`config.mk`:
```
export PLATFORM = sky130hd
export DESIGN_NAME = wavetable_access_arbiter_flat
export DESIGN_NICKNAME = d
export VERILOG_FILES = /design/src/rtl/wavetable_access_arbiter_if.sv /design/src/rtl/wavetable_access_arbiter.sv /design/src/flat_wrapper.sv
export SDC_FILE = /design/constraint.sdc
export NUM_CORES = 1
export LEC_CHECK = 0
export CAP_MARGIN = 20
export CORE_UTILIZATION = 40
export CTS_BUF_LIST = sky130_fd_sc_hd__clkbuf_8
export CTS_CLUSTER_DIAMETER = 120
export CTS_CLUSTER_SIZE = 14
export DETAILED_ROUTE_END_ITERATION = 8
export DONT_BUFFER_PORTS = 1
export MAX_ROUTING_LAYER = met4
export PLACE_DENSITY = 0.53
export SLEW_MARGIN = 20
export SYNTH_ARGS = -nofsm -noshare
export SYNTH_HDL_FRONTEND = slang
export SYNTH_SLANG_ARGS = --single-unit
```
`constraint.sdc`:
```
create_clock -name clk -period 5.5 [get_ports clk]
set_input_delay 1.65 -clock clk [delete_from_list [all_inputs] [get_ports clk]]
set_output_delay 1.65 -clock clk [all_outputs]
set_load 0.02 [all_outputs]
```
`src/rtl/wavetable_access_arbiter_if.sv`:
```
// Request/response bundle between the wavetable arbiter and its two requesters.
// Signals: wr_valid/wr_addr/wr_data/wr_ready (SPI write), rd_req/rd_addr/rd_valid/rd_data (fetch).
interface wavetable_access_arbiter_if #(
   parameter int AW = 3,
   parameter int DW = 8
);
   logic          wr_valid;
   logic [AW-1:0] wr_addr;
   logic [DW-1:0] wr_data;
   logic          wr_ready;
   logic          rd_req;
   logic [AW-1:0] rd_addr;
   logic          rd_valid;
   logic [DW-1:0] rd_data;

   modport master (
      output wr_valid, wr_addr, wr_data, rd_req, rd_addr,
      input  wr_ready, rd_valid, rd_data
   );

   modport slave (
      input  wr_valid, wr_addr, wr_data, rd_req, rd_addr,
      output wr_ready, rd_valid, rd_data
   );
endinterface

```
`src/rtl/wavetable_access_arbiter.sv`:
```
// Wavetable sample store with a single access port shared by SPI writes and oscillator reads.
// Ports: clk, rst_n (async, active-low), stream_mode (0 table / 1 FIFO ring), bus (slave
// modport: write and read handshakes), fill_level, underrun (sticky), underrun_clr.
// Optional: define WAVETABLE_ARB_LOWWATER_EN to add the registered low_water output.
module wavetable_access_arbiter #(
   parameter int DEPTH     = 8,
   parameter int AW        = 3,
   parameter int DW        = 8,
   parameter int LOW_WATER = 2
) (
   input  logic                          clk,
   input  logic                          rst_n,
   input  logic                          stream_mode,
   input  logic                          underrun_clr,
   wavetable_access_arbiter_if.slave     bus,
   output logic [AW:0]                   fill_level,
`ifdef WAVETABLE_ARB_LOWWATER_EN
   output logic                          low_water,
`endif
   output logic                          underrun
);

   localparam logic READ  = 1'b0;
   localparam logic WRITE = 1'b1;
   localparam logic [AW:0] FULL = (AW+1)'(DEPTH);

   if (DEPTH != (1 << AW) || DEPTH < 2 ||
       LOW_WATER < 0 || LOW_WATER > DEPTH) begin : g_param_err
      $error("wavetable_access_arbiter: bad DEPTH/AW/LOW_WATER");
   end

   logic [DW-1:0] mem [DEPTH];
   logic [AW-1:0] wr_ptr;
   logic [AW-1:0] rd_ptr;
   logic [AW:0]   fill;
   logic          mode_q;
   logic          run;
   logic          last_winner;
   logic          rd_valid_q;
   logic [DW-1:0] rd_data_q;

   logic          mode_edge;
   logic          full;
   logic          empty;
   logic          rd_want;
   logic          wr_want;
   logic          grant_rd;
   logic          grant_wr;
   logic [AW-1:0] wa;
   logic [AW-1:0] ra;

   // A full ring drops the write out of arbitration so the reader can drain it.
   // No grants during the cycle a mode change is seen; pointers reset then.
   always_comb begin
      mode_edge = stream_mode ^ mode_q;
      full      = mode_q & (fill == FULL);
      empty     = (fill == '0);
      rd_want   = bus.rd_req & run & ~mode_edge;
      wr_want   = bus.wr_valid & run & ~mode_edge & ~full;
      grant_rd  = rd_want & (~wr_want | (last_winner == WRITE));
      grant_wr  = wr_want & ~grant_rd;
      wa        = mode_q ? wr_ptr : bus.wr_addr;
      ra        = mode_q ? rd_ptr : bus.rd_addr;
   end

   assign bus.wr_ready = grant_wr;
   assign bus.rd_valid = rd_valid_q;
   assign bus.rd_data  = rd_data_q;
   assign fill_level   = fill;

   always_ff @(posedge clk or negedge rst_n) begin
      if (!rst_n) begin
         for (int i = 0; i < DEPTH; i++) mem[i] <= '0;
         wr_ptr      <= '0;
         rd_ptr      <= '0;
         fill        <= '0;
         mode_q      <= 1'b0;
         run         <= 1'b0;
         last_winner <= WRITE;
         rd_valid_q  <= 1'b0;
         rd_data_q   <= '0;
         underrun    <= 1'b0;
      end else begin
         run        <= 1'b1;
         mode_q     <= stream_mode;
         rd_valid_q <= grant_rd;

         if (rd_want && wr_want)
            last_winner <= grant_rd ? READ : WRITE;

         if (grant_wr)
            mem[wa] <= bus.wr_data;

         // An empty stream read repeats the previous sample.
         if (grant_rd && !(mode_q && empty))
            rd_data_q <= mem[ra];

         if (mode_edge) begin
            wr_ptr <= '0;
            rd_ptr <= '0;
            fill   <= '0;
         end else if (mode_q) begin
            if (grant_wr) begin
               wr_ptr <= wr_ptr + AW'(1);
               fill   <= fill + (AW+1)'(1);
            end else if (grant_rd && !empty) begin
               rd_ptr <= rd_ptr + AW'(1);
               fill   <= fill - (AW+1)'(1);
            end
         end

         // A new underrun takes precedence over a clear in the same cycle.
         underrun <= (grant_rd & mode_q & empty) |
                     (underrun & ~underrun_clr);
      end
   end

`ifdef WAVETABLE_ARB_LOWWATER_EN
   localparam logic [AW:0] LW = (AW+1)'(LOW_WATER);

   always_ff @(posedge clk or negedge rst_n) begin
      if (!rst_n) low_water <= 1'b0;
      else        low_water <= mode_q & (fill <= LW);
   end
`endif

endmodule

```
`src/flat_wrapper.sv`:
```
// flat-port wrapper written by rule: the top's interface ports become plain ports
module wavetable_access_arbiter_flat 
#(
   parameter int DEPTH     = 8,
   parameter int AW        = 3,
   parameter int DW        = 8,
   parameter int LOW_WATER = 2
)
  (clk, rst_n, stream_mode, underrun_clr, fill_level, underrun, bus_wr_valid, bus_wr_addr, bus_wr_data, bus_rd_req, bus_rd_addr, bus_wr_ready, bus_rd_valid, bus_rd_data);
  wavetable_access_arbiter_if #(.AW(AW), .DW(DW)) bus_i ();
  input  logic clk;
  input  logic rst_n;
  input  logic stream_mode;
  input  logic underrun_clr;
  output logic [AW:0] fill_level;
  output logic underrun;
  input wire logic [$bits(bus_i.wr_valid)-1:0] bus_wr_valid;
  input wire logic [$bits(bus_i.wr_addr)-1:0] bus_wr_addr;
  input wire logic [$bits(bus_i.wr_data)-1:0] bus_wr_data;
  input wire logic [$bits(bus_i.rd_req)-1:0] bus_rd_req;
  input wire logic [$bits(bus_i.rd_addr)-1:0] bus_rd_addr;
  output wire logic [$bits(bus_i.wr_ready)-1:0] bus_wr_ready;
  output wire logic [$bits(bus_i.rd_valid)-1:0] bus_rd_valid;
  output wire logic [$bits(bus_i.rd_data)-1:0] bus_rd_data;
  assign bus_i.wr_valid = bus_wr_valid;
  assign bus_i.wr_addr = bus_wr_addr;
  assign bus_i.wr_data = bus_wr_data;
  assign bus_i.rd_req = bus_rd_req;
  assign bus_i.rd_addr = bus_rd_addr;
  assign bus_wr_ready = bus_i.wr_ready;
  assign bus_rd_valid = bus_i.rd_valid;
  assign bus_rd_data = bus_i.rd_data;
  wavetable_access_arbiter #(.DEPTH(DEPTH), .AW(AW), .DW(DW), .LOW_WATER(LOW_WATER)) u_core (.clk(clk), .rst_n(rst_n), .stream_mode(stream_mode), .underrun_clr(underrun_clr), .bus(bus_i), .fill_level(fill_level), .underrun(underrun));
endmodule
```
Yosys cells after proc, flatten, opt, wreduce, memory -nomap -nowiden
Cells that the tools add are included.
- add/subtract/negate cells: 4
- $lt $le $gt $ge: 3
- equality and inequality tests: 2
- muxes and demuxes: 20
- bitwise gates (word level): 21
- reduce and logical (&&, ||, !) cells: 15
- operators with widths (operator ; count):
    $bwmux 64 ; 1
    $mux 3 ; 9
    $bmux 8 s3 ; 1
    $demux 8 s3 ; 1
    $mux 8 ; 3
    $mux 4 ; 4
    $and 1x1->1 ; 11
    $ge 4x4->1 const B ; 2
    $not 3->4 ; 2
    $add 3x1->3 const B ; 2
    $reduce_bool 2->1 ; 3
    $logic_and 1x1->1 ; 5
    $not 1->1 ; 5
    $add 4x1->4 const B ; 1
    $eq 4x4->1 const B ; 1
    $logic_not 4->1 ; 1
    $lt 4x1->1 const B ; 1
    $reduce_and 2->1 ; 2
    $sub 4x1->4 const B ; 1
    $reduce_and 3->1 ; 1
    $reduce_bool 3->1 ; 1
    $logic_not 1->1 ; 2
    $ne 2x1->1 const B ; 1
    $or 1x1->1 ; 2
    other kinds (2) ; 2
- flip-flop bits (word level): 87
- input port bits: 20
- logic and storage cells: 82

Longest topological paths before layout
Gate-level depths: netlist of run 1.
- depth after elaboration: 12
- mapped depth: 12
- mapped depth without buffers: 10

Worst setup path before layout of run 1
Ideal clock, no wire load.
- path type: in2out
- start point: input port stream_mode
- end point: output port bus_wr_ready
- arrival: 2.806 ns
- data required time: 3.850 ns
- slack: 1.044 ns
- stages: 6
- buffers on the path: 1
- cell sequence: inv_1 -> ha_1 -> nand3b_1 -> a221o_1 -> buf_4 -> inv_2
- longest elaborated chain between the ends: 9
- RTL lines (what ; RTL line ; RTL):
    start: declaration ; flat_wrapper.sv:13 ; input logic stream_mode;
    $xor 1x1->1 * ; wavetable_access_arbiter.sv:55 ; mode_edge = stream_mode ^ mode_q;
    $not 1->1 * ; wavetable_access_arbiter.sv:58, wavetable_access_arbiter.sv:59 ;
    $and 1x1->1 (2 in a row) ; wavetable_access_arbiter.sv:59 ; wr_want = bus.wr_valid & run & ~mode_edge & ~full;
    $not 1->1 ; wavetable_access_arbiter.sv:60 ; grant_rd = rd_want & (~wr_want | (last_winner == WRITE));
    $or 1x1->1 ; wavetable_access_arbiter.sv:60 ;
    $and 1x1->1 ; wavetable_access_arbiter.sv:60 ;
    $not 1->1 ; wavetable_access_arbiter.sv:61 ; grant_wr = wr_want & ~grant_rd;
    $and 1x1->1 * ; wavetable_access_arbiter.sv:61 ;
    end: declaration ; flat_wrapper.sv:22 ; output wire logic [$bits(bus_i.wr_ready)-1:0] bus_wr_ready;
Mark *: on every way between the ends. The rest lies on a longest branch, timed or not.

Final worst setup path of run 1
Same ends and word-level chain as after synthesis.

==> impl_results.md, run 1 <==
* First-pass GRT wire length at around 19 mm
* EDFF count, synth at 0
* PortBufs at 0
* Vias in the first global route at 3396
* Via count at approximately 3400
* Pin count of the biggest net entering global routing at 88
* Crit-path max FO at 9
* Seq/Total Area, Yosys at 0.470
* Tcrit/Tclk final at 0.837
* Mux contribution to synthesized area at 0.169
* Mean Syn Cell Area at between 10 and 15 sq um
* Area of the die at ~12000 sq um
* Nets@finish at 460
* Critical Path End Type: output pin
* Finish-stage setup viols at 0
* Post-route DRC violation count at 0
* CTS tree: built
* Asr flop ratio synth at 1.00
* Power density over cell area at between 400 and 500 nW/um^2
* Synth area leader: dfrtp_1
* Clock latency on the worst-skew pair at 380 ps
* Area of the mapped netlist at around 4600 sq um
* Total wire length at between 10 and 15 mm
* Layout area overhead at 6.69%
* CTS H-Tree Depth at 3
* Num rows at 38
* Initial antenna violation count at 0
* Core area at roughly 11000 sq um
* Post-Synth XOR/XNOR Area at 0.00378
* WP data arrival at 2950 ps
* Pre-antenna DRT Iters at 4
* Final ANT Viol Nets at 0
* Clock Path Buffers at 2
* Synth Area in Simple Gates at 0.103
* Main flop type after synthesis: dfrtp_1
* Setup Skew at between 10 and 15 ps
* Post-DR wirelength/cell at 20.7 um
* TritonCTS buffer count at 9
* Maximum vdd drop at 293 uV
* Starting Density at 0.419
* Post-Syn Nets at between 400 and 500
* Synthesis Warnings at 0
* TritonCTS Sinks at 87
* # IOs at 35
* Count of final hold-check violations at 0
* Synth top area cells: dfrtp_1 (46%), mux2_2 (17%), a21oi_1 (4.3%)
* Pins Over Slew Limit at 0
* Worst slack, placed at between 800 and 900 ps
* Dpl cells at 563
* Hold_buf cts at 0
* Hold Path Class: reg -> reg
* Final worst slack at around 900 ps
* Worst Max-Slew Pin Slew at ~860 ps
* Post-CTS Resized at 0
* Synth Register Bits at 87
* CP startpoint kind: input port
* Status: completed
* Worst-path clk slew at about 90 ps
* P_leak at about 2.2 nW
* Top-area cell type share of the netlist area at 0.464
* Clk root buf: clkbuf_8
* Slew margin rel. at 0.425
* Share of cells above drive strength 1 at 0.232
* RSZ-0062 raised after global routing: false
* Drt via density at 5.82
* Antenna Cells at 0
* GP Congestion at roughly 0.74
* Overall routing resource usage at 0.225
* Critical Path RT at around 3900 ps
* Adder-cell area share of the yosys netlist at 0.0178
* MaxCap Viol Count at 0
* Mapped Cells at around 450
* Finished Layout Cells at between 500 and 600
* Width of the die at 110 um
* WS Path Type: in -> out
* Synth Area in Compound Gates at 0.187
* Die Y-Extent at roughly 110 um
* Dpl hpwl at 7.26 mm
* Post-route minimum period at between 4000 and 5000 ps
* DRT iter0 DRCs at 201
* Post-route setup TNS at 0 ps
* Largest family of logic cells by synthesized area: compound AO/OA/AOI/OAI gates
* Post-CTS Setup Repair Bufs at 0
* Post-synth cell types at 52
* Fmax at between 200 and 250 MHz
* Global route overflow at 0
==> final cells by class <==
| class | instances | area, sq um |
|---|---|---|
| Multi-Input combinational cell | 305 | 2230 |
| Inverter | 27 | 101 |
| Timing Repair Buffer | 4 | 30.0 |
| Clock buffer | 11 | 151 |
| Tap cell | 140 | 175 |
| Sequential cell | 87 | 2180 |
| Clock inverter | 5 | 80.1 |
| Fill cell | 1087 | 6130 |
==> cell usage in the layout (no fill, tap or decap), types with 2 or more instances in the layout <==
| master | instances |
|---|---|
| nor2_2 | 4 |
| nand2_1 | 13 |
| o21a_1 | 3 |
| bufinv_16 | 2 |
| o32ai_1 | 2 |
| o31a_1 | 2 |
| nor2_1 | 38 |
| clkinvlp_4 | 2 |
| a211oi_1 | 14 |
| buf_4 | 4 |
| nand3b_1 | 2 |
| ha_1 | 5 |
| a31oi_1 | 3 |
| nor3_1 | 13 |
| a21oi_1 | 40 |
| o31ai_1 | 13 |
| dfrtp_1 | 86 |
| xor2_1 | 2 |
| o22a_1 | 5 |
| and2_1 | 4 |
| nor2b_1 | 2 |
| nand2b_1 | 10 |
| o21ai_0 | 14 |
| a311o_1 | 2 |
| a211o_1 | 2 |
| nand3_1 | 5 |
| mux2_2 | 68 |
| clkbuf_8 | 11 |
| mux2i_1 | 2 |
| inv_1 | 26 |
| o22ai_1 | 18 |
| a22o_1 | 2 |
==> sequential cells by signal (all words and copies together) (netlist names) <==
| name | cells |
|---|---|
| u_core.mode_q | 1 |
| u_core.bus.rd_valid | 1 |
| u_core.wr_ptr | 3 |
| u_core.bus.rd_data | 8 |
| u_core.rd_ptr | 3 |
| u_core.fill_level | 4 |
| u_core.last_winner | 1 |
| u_core.run | 1 |
| u_core.mem | 64 |
| u_core.underrun | 1 |
==> through the flow <==
stage	area (sq um)	power [mW]	util	hold slack, ps
2_1_floorplan	4640	1.45	-	470
4_1_cts	4950	2.09	0.447	504
5_1_grt	4950	2.20	0.447	525
6_report	4950	2.07	0.447	505
3_5_place_dp	4720	1.56	0.426	484
3_3_place_gp	4720	1.54	0.426	478
==> where the power goes <==
part           total [mW]  internal, mW  switching [mW]
Sequential           1.02         0.822           0.201
Combinational       0.525         0.267           0.258
Clock               0.521         0.280           0.241
Total                2.07          1.37           0.701
==> kinds of logic (layout without fill, tap and decap cells) <==
group / count (synthesis) / after routing
other cells: 1 / 1
flops: 87 / 87
simple gates: 96 / 96
fa+ha+maj: 6 / 6
xor+xnor: 2 / 2
buf+inv: 53 / 47
mux: 70 / 70
compound gates: 130 / 130
==> path summary, 6_finish.rpt <==
| path | end | from | cells past startpoint | slack [ps] |
|---|---|---|---|---|
| max | bus_wr_ready | stream_mode | 5 | 900 |
| min | u_core.mem[37] | u_core.mem[37] | 1 | 500 |
| max reg2reg | u_core.fill_level[3] | u_core.mode_q | 11 | 2300 |
| min reg2reg | u_core.mem[37] | u_core.mem[37] | 1 | 500 |
| max in group asynchronous | u_core.last_winner | rst_n | 0 | 4350 |
| min in group asynchronous | u_core.mode_q | rst_n | 0 | 960 |
==> critical path: stages <==
cell and delay (ps):
inv_1 20, ha_1 390, nand3b_1 230, a221o_1 420, inv_2 240
==> routing by layer <==
| metal | GRT usage | part of all wire |
|---|---|---|
| met5 | - | 0 |
| met4 | 0.0514 | 0.013 |
| met3 | 0.0581 | 0.058 |
| met2 | 0.362 | 0.48 |
| met1 | 0.285 | 0.45 |
==> synth_stat cells, drive strengths merged (2+ instances only) <==
| library cell | number |
|---|---|
| dfrtp | 86 |
| mux2 | 68 |
| nor2 | 42 |
| a21oi | 41 |
| inv | 27 |
| o22ai | 18 |
| a211oi | 16 |
| clkbuf | 14 |
| o21ai | 14 |
| o31ai | 14 |
| nand2 | 13 |
| nor3 | 13 |
| buf | 12 |
| nand2b | 10 |
| ha | 5 |
| nand3 | 5 |
| o22a | 5 |
| and2 | 4 |
| a31oi | 3 |
| o21a | 3 |
| a211o | 2 |
| a22o | 2 |
| a311o | 2 |
| mux2i | 2 |
| nand3b | 2 |
| nor2b | 2 |
| o31a | 2 |
| o32ai | 2 |
| xor2 | 2 |
Power figures use the tool's default switching activity.
==> run 2, diff against run 1 <==
PLACE_DENSITY = 0.55   (was 0.53)
clock period = 4.2 ns   (was 5.5 ns; I/O delays follow)
==> impl_results.md, run 2 (synthesis results as in run 1) <==
* Status: completed
* Worst slack, placed at about 400 ps
* Post-route DRC violation count at 0
* Overall routing resource usage at 0.220
* Total wire length at approximately 12 mm
* Slew margin rel. at 0.431
* Post-route setup TNS at 0 ps
* Share of cells above drive strength 1 at 0.234
* Fmax at approximately 260 MHz
* Clk root buf: clkbuf_8
* Maximum vdd drop at 320 uV
* Post-DR wirelength/cell at approximately 20 um
* Global route overflow at 0
* Worst Max-Slew Pin Slew at between 800 and 900 ps
* Post-CTS Setup Repair Bufs at 0
* Final instance area at between 4000 and 5000 sq um
* Largest delay contributor family on the critical path: compound AO/OA/AOI/OAI gates
* Clock latency on the worst-skew pair at 380 ps
* Biggest register: u_core.mem
* Worst Path Buf+Inv at 2
* Vias in the first global route at 3331
* CTS tree: built
* Finish-stage setup viols at 0
* Final ANT Viol Nets at 0
* Max FFs per register at 64
* Most common cell after layout, fill and taps aside: dfrtp_1
* Drt via density at a little under 6
* Fillers at slightly above 1000
* Crit path max-delay cell type: a221o_1
* Via count at 3441
* Area of the die at between 10000 and 15000 sq um
* Worst-path clk slew at around 80 ps
* Critical Path RT at ~3000 ps
* Max stage delay on crit path at 410 ps
* RSZ-0062 raised after global routing: false
* # IOs at 35
* CP startpoint kind: input port
* Nets@finish at 461
* DP Area at 4720 sq um
* Dpl hpwl at between 7 and 8 mm
* CTS H-Tree Depth at 3
* Clock Path Buffers at 2
* Power density over cell area at about 540 nW/um^2
* Antenna Cells at 0
* First-pass GRT wire length at roughly 19 mm
* Pins Over Slew Limit at 0
* Critical Path End Type: output pin
* DRT iter0 DRCs at 195
* Core area at roughly 11000 sq um
* P_leak at roughly 2.1 nW
* Layout area overhead at 6.34%
* Starting Density at 0.419
* GP Congestion at around 0.75
* Final worst slack at around 400 ps
* TritonCTS Sinks at 87
* WP data arrival at 2550 ps
* Commonest non-fill, non-tap cells in the layout: dfrtp_1 (86), mux2_2 (68), a21oi_1 (40)
* Width of the die at 110 um
* Hold Path Class: reg -> reg
* Pin count of the biggest net entering global routing at 88
* WS Path Type: in -> out
* Pre-antenna DRT Iters at 5
* PortBufs at 0
* Crit-path cells: inv_1 > ha_1 > nand3b_1 > a221o_1 > inv_2
* Num rows at 38
* Initial antenna violation count at 0
* Tcrit/Tclk final at 0.907
* Post-route minimum period at 3810 ps
* Post-CTS Resized at 0
* Setup Skew at approximately 9.7 ps
* TritonCTS buffer count at 9
* Die Y-Extent at ~110 um
* Crit-path max FO at 9
* Hold_buf cts at 0
* MaxCap Viol Count at 0
* Count of final hold-check violations at 0
run 2: cell count changes in the layout (fill, tap and decap cells not counted), sizes merged:
cell	previous run	this run
clkinv	1	3
buf	4	5
bufinv	2	1
clkinvlp	2	1
run 2: cell type report:
cell class / count / area (sq um) / area share
sequential: 87 / 2180 / 0.442
tap: 140 / 175 / 0.0355
clock buffer: 11 / 151 / 0.0307
timing repair buffer: 5 / 37.5 / 0.00761
multi-input combinational: 305 / 2230 / 0.453
inverter: 27 / 101 / 0.0205
clock inverter: 5 / 56.3 / 0.0114
run 2: power by group:
| part | total [mW] | switching (mW) | internal (mW) |
|---|---|---|---|
| registers | 1.33 | 0.253 | 1.08 |
| logic | 0.706 | 0.354 | 0.352 |
| clock network | 0.620 | 0.313 | 0.306 |
| total | 2.65 | 0.920 | 1.73 |
run 2: worst paths after layout:
kind	from	end	slack, ps	depth (start not counted)
min in group asynchronous	rst_n	u_core.fill_level[1]	570	0
min reg2reg	u_core.mem[25]	u_core.mem[25]	500	1
max reg2reg	u_core.mode_q	u_core.fill_level[3]	1380	10
min	u_core.mem[25]	u_core.mem[25]	500	1
max in group asynchronous	rst_n	u_core.last_winner	3450	0
max	stream_mode	bus_wr_ready	390	5
run 2: per-stage QoR:
step	power, mW	hold slack [ps]	cells	util
2_1_floorplan	1.89	470	445	-
3_3_place_gp	2.03	480	564	0.426
3_5_place_dp	2.05	486	564	0.426
4_1_cts	2.68	506	580	0.445
5_1_grt	2.83	525	580	0.445
6_report	2.65	501	580	0.445
run 2: worst reg2reg max path, cell delays in order (launching register included):
cell and delay, ps:
dfrtp_1 380, inv_1 110, ha_1 330, nand3b_1 230, a221o_1 410, ha_1 340, a21o_1 170, a21oi_1 220
nand3_1 130, o21a_1 130, o311ai_0 250
run 2: metal layers:
layer / up-vias / global-route usage / wire, um
li1: 1592 / - / -
met5: - / - / 0
met1: 1736 / 0.287 / 5370
met2: 97 / 0.337 / 5500
met4: 0 / 0.0943 / 227
met3: 16 / 0.0385 / 605
